--- config.mk ---
export PLATFORM = sky130hd
export DESIGN_NAME = ula
export DESIGN_NICKNAME = d
export VERILOG_FILES = /design/src/rtl/ula.sv
export SDC_FILE = /design/constraint.sdc
export NUM_CORES = 1
export LEC_CHECK = 0
export ABC_CLOCK_PERIOD_IN_PS = 1390
export BUFFER_PORTS_ARGS = -buffer_cell sky130_fd_sc_hd__buf_2
export CAP_MARGIN = 10
export CORE_MARGIN = 4
export CORE_UTILIZATION = 45
export CTS_CLUSTER_DIAMETER = 200
export DETAILED_ROUTE_END_ITERATION = 12
export PLACE_DENSITY = 0.65
export SYNTH_ARGS = -nofsm -noshare
export SYNTH_HDL_FRONTEND = slang
export SYNTH_SLANG_ARGS = --single-unit
--- constraint.sdc ---
create_clock -name clk -period 1.39 [get_ports clk]
set_input_delay 0.139 -clock clk [delete_from_list [all_inputs] [get_ports clk]]
set_output_delay 0.139 -clock clk [all_outputs]
set_load 0.01 [all_outputs]
--- src/rtl/ula.sv ---
// rtl/ula.sv - 8-bit arithmetic/logic unit with registered result and flags
//
// A combinational datapath evaluates the selected operation on a and b; the
// result and status flags are captured on every rising clk edge (latency 1,
// one new operation accepted per cycle, no handshake).
// Ports (positional order is fixed and relied on by older benches):
//   a       in   WIDTH  operand A
//   b       in   WIDTH  operand B (low bits give the shift amount for shifts)
//   opcode  in   3      000 ADD, 001 SUB, 010 AND, 011 OR,
//                       100 XOR, 101 NOT, 110 SHL, 111 SHR
//   s       out  WIDTH  registered result
//   clk     in   1      rising-edge clock
//   rst_n   in   1      asynchronous active-low reset
//   cout    out  1      registered carry (ADD), borrow (SUB), shifted-out bit
//   zero    out  1      registered s == 0
//   neg     out  1      registered s[MSB]
//   ovf     out  1      registered two's-complement overflow (ADD/SUB only)

module ula #(
  parameter int WIDTH = 8
) (
  input  logic [WIDTH-1:0] a,
  input  logic [WIDTH-1:0] b,
  input  logic [2:0]       opcode,
  output logic [WIDTH-1:0] s,
  input  logic             clk,
  input  logic             rst_n,
  output logic             cout,
  output logic             zero,
  output logic             neg,
  output logic             ovf
);

  localparam int MSB = WIDTH - 1;
  localparam int SHW = (WIDTH > 1) ? $clog2(WIDTH) : 1;

  localparam logic [2:0] OP_ADD = 3'b000;
  localparam logic [2:0] OP_SUB = 3'b001;
  localparam logic [2:0] OP_AND = 3'b010;
  localparam logic [2:0] OP_OR  = 3'b011;
  localparam logic [2:0] OP_XOR = 3'b100;
  localparam logic [2:0] OP_NOT = 3'b101;
  localparam logic [2:0] OP_SHL = 3'b110;
  localparam logic [2:0] OP_SHR = 3'b111;

  // Arithmetic is done one bit wider so the extra bit is the carry/borrow.
  logic [WIDTH:0]   add_w;
  logic [WIDTH:0]   sub_w;
  // Shifts carry a guard bit on the side the data leaves from: after the
  // shift that bit holds the last bit pushed out, and stays 0 for amount 0.
  logic [WIDTH:0]   shl_w;
  logic [WIDTH:0]   shr_w;
  logic [SHW-1:0]   amt;

  logic [WIDTH-1:0] r_nxt;
  logic             c_nxt;
  logic             v_nxt;
  logic             upd;

  assign amt   = b[SHW-1:0];
  assign add_w = {1'b0, a} + {1'b0, b};
  assign sub_w = {1'b0, a} - {1'b0, b};
  assign shl_w = {1'b0, a} << amt;
  assign shr_w = {a, 1'b0} >> amt;

  always_comb begin
    r_nxt = '0;
    c_nxt = 1'b0;
    v_nxt = 1'b0;
    upd   = 1'b1;
    case (opcode)
      OP_ADD: begin
        r_nxt = add_w[WIDTH-1:0];
        c_nxt = add_w[WIDTH];
        v_nxt = (a[MSB] == b[MSB]) && (add_w[MSB] != a[MSB]);
      end
      OP_SUB: begin
        r_nxt = sub_w[WIDTH-1:0];
        c_nxt = sub_w[WIDTH];
        v_nxt = (a[MSB] != b[MSB]) && (sub_w[MSB] != a[MSB]);
      end
      OP_AND: r_nxt = a & b;
      OP_OR:  r_nxt = a | b;
      OP_XOR: r_nxt = a ^ b;
      OP_NOT: r_nxt = ~a;
      OP_SHL: begin
        r_nxt = shl_w[WIDTH-1:0];
        c_nxt = shl_w[WIDTH];
      end
      OP_SHR: begin
        r_nxt = shr_w[WIDTH:1];
        c_nxt = shr_w[0];
      end
      // Only reachable when opcode carries X/Z in a four-state simulator:
      // the registers keep their contents. All binary codes are listed
      // above, so synthesis sees this branch as unreachable.
      default: upd = 1'b0;
    endcase
  end

  always_ff @(posedge clk or negedge rst_n) begin
    if (!rst_n) begin
      s    <= '0;
      cout <= 1'b0;
      zero <= 1'b1;
      neg  <= 1'b0;
      ovf  <= 1'b0;
    end else if (upd) begin
      s    <= r_nxt;
      cout <= c_nxt;
      zero <= (r_nxt == '0);
      neg  <= r_nxt[MSB];
      ovf  <= v_nxt;
    end
  end

endmodule

==> flow_summary.toml <==
[setup_path]
critPathSlowestCell = "o41a_2"
cp_cell_sequence = "buf_8 -> ha_4 -> fa_1 -> nor3b_2 -> a21oi_1 -> o221ai_1 -> o41a_2 -> nor2_2 -> or4b_4 -> nor4_2"
worstPathRequired_ns = 1.54
worstPathMaxFanout = 3
critPathArrivalTime_ns = 2.43
crit_start = "b[0]"
cp-end-kind = "flip-flop"
crit_type = "primary input to flip-flop"
critPathLaunchType = "primary input"
cpPeakStageDelay_ns = 0.53

[place]
dpl.hpwl_um = 5980
port_buffers = 32
place_congestion = 0.978
preCtsSetupSlack_ns = -1.15

[power_and_ir_drop]
power.leakage_nw = 1.89
total_power_mw = 2.26
max-vdd-ir-drop_uv = 467
p_per_area_nw_per_um2 = 568

[synth]
synth_ff_type = "dfrtp_1"
synthDistinctLibCells = 66
ys_ff_latch = 11
syn_area_sq_um = 2280
synth-warning-count = 0
synth_nets = 337
synth.avg_cell_area_sq_um = 8.02
synth_edf_count = 0
async_flop_share = 1.00
seq_area_frac_synth = 0.121
syn_inst = 285

[sta]
fmax_mhz = 437
setup_viol = 11
hold_viol = 0
slew_headroom = 0.697
worst_pin_slew_ns = 0.448
postLayoutSetupSlackWorst_ns = -0.897
rsz0062_at_grt = "true"
period_minus_slack_ns = 2.29
post-route-period-util = 1.65
final_max_slew_viol_count = 0

[floorplan]
die_y_um = 79.3
core_sq_um = 4820
die_w_um = 79.3
die_area_sq_um = 6280
rows = 25
pin_count = 33
start_util = 0.474

[finish]
antenna_cells = 0
syn2layout_area_growth_pct = 74.0
drive_gt1_frac = 0.539
n_fill_cell = 296
fin_nets = 489

[global_routing]
grt_max_degree = 18
grt-ovfl-total = 0
antenna_found_initial = 0
grt_pass1_vias = 2756
grt_pass1_wl_um = 13500
grtUsageTotal = 0.273

[detailed_routing]
drt_iter0_markers = 178
num_vias = 2925
wirelength_um = 8740
via_per_inst = 5.82
drtPass1Iterations = 5
drc = 0
wl_per_cell_um = 17.4
antenna_left = 0

[clock_tree]
clockBufferDepth = 2
path_clk_slew_ns = 0.05
cts_sinks = 11
clockRootBuffer = "clkbuf_8"
numCtsBuffers = 3
htree_levels = 1
cts_tree = "built"

[job]
cap_viol_max_count = 0

[worst_hold_path]
min_path_type = "primary input to asynchronous set/reset pin"

[outcome]
violations = "setup timing"
status = "finished, violations left"
flip-flops by register name, summed over array words and instances (netlist names):
signal / cells
neg: 1
s: 7
cout: 1
zero: 1
ovf: 1
layout by cell type, fill, tap and decap left out, drive strengths merged, types with 5 or more instances in the layout:
cell and instances:
dfrtp 10, nand3 7, ha 29, inv 25
o21ai 21, nor2 17, nor3 7, mux4 8
mux2i 14, clkbuf 5, and2 8, buf 163
a21oi 14, nand2 27, nand2b 6
layout make-up:
class,count,area (sq um),share of cell area
multi-input combinational,229,2120,0.533
timing repair buffer,165,1330,0.333
sequential,11,277,0.0696
inverter,27,128,0.0321
tap,67,83.8,0.0211
clock buffer,4,45.0,0.0113
cell usage after synthesis (4+ instances only):
cell      count  area share
mux2i_1      14       0.061
o21ai_0      19       0.042
nand2b_1      6       0.016
nand2_1      27       0.044
o22ai_1       4       0.011
mux4_2        8       0.079
buf_2         7       0.015
inv_1        26       0.043
and2_1        6       0.016
dfrtp_1      10        0.11
clkbuf_1      7       0.012
a21oi_1      14       0.031
nand3_1       7       0.015
nor2_1       17       0.028
nor3_1        7       0.015
ha_1         29        0.16
worst max path at each step:
stage	to	slack, ns	depth (start not counted)
2_1_floorplan	zero	-0.89	9
3_3_place_gp	zero	-1.10	11
3_5_place_dp	zero	-1.15	11
4_1_cts	zero	-0.87	11
5_1_grt	zero	-0.96	10
6_report	zero	-0.90	10
logic make-up (layout without fill, tap and decap cells):
group	Yosys count	after routing	share of synthesized area
AND/OR/NAND/NOR	94	95	0.220
buffers and inverters	46	196	0.0909
AO/OA/AOI/OAI	79	79	0.243
multiplexers	23	23	0.145
flip-flops	11	11	0.121
adder cells (fa/ha/maj)	31	31	0.176
XOR/XNOR	1	1	0.00383
power by group:
part	internal, mW	total [mW]	leakage (nW)	switching [mW]
Clock	0.201	0.315	0.0228	0.114
Sequential	0.369	0.382	0.133	0.0126
Combinational	0.835	1.56	1.74	0.729
Total	1.40	2.26	1.89	0.855
stage by stage:
stage          hold WS (ns)  TNS (ns)  instance area, sq um   util  std cells
2_1_floorplan        -0.157     -3.29                  2460      -        285
3_3_place_gp        0.00505     -7.88                  3290  0.684        464
3_5_place_dp        0.00765     -8.08                  3290  0.684        464
4_1_cts               0.296     -5.40                  3770  0.783        494
5_1_grt               0.309     -6.47                  3980  0.825        503
6_report              0.292     -5.92                  3980  0.825        503
worst max-delay path, delay by kind of cell:
family	cells	cell delay, ns
AOI/OAI and AO/OA	3	0.79
and+or+nand+nor	4	0.75
adders and majority gates	2	0.64
buffers and inverters	1	0.11
layer usage:
layer,wire length [um],share of wire,track usage
met1,3460,0.40,0.354
met2,4330,0.50,0.473
met3,767,0.088,0.0317
met4,182,0.021,0.0825
met5,0,0,0
repair_timing:
item / CTS / global route
setup buffers: 24 / 16
gates resized for setup: 58 / 37
cloned: 2 / 0
setup endpoints to repair: 11 / 11
hold endpoints to repair: 11 / 0
hold buffers: 1 / 0
pin swaps: 18 / 30
(Power assumes the default switching activity.)
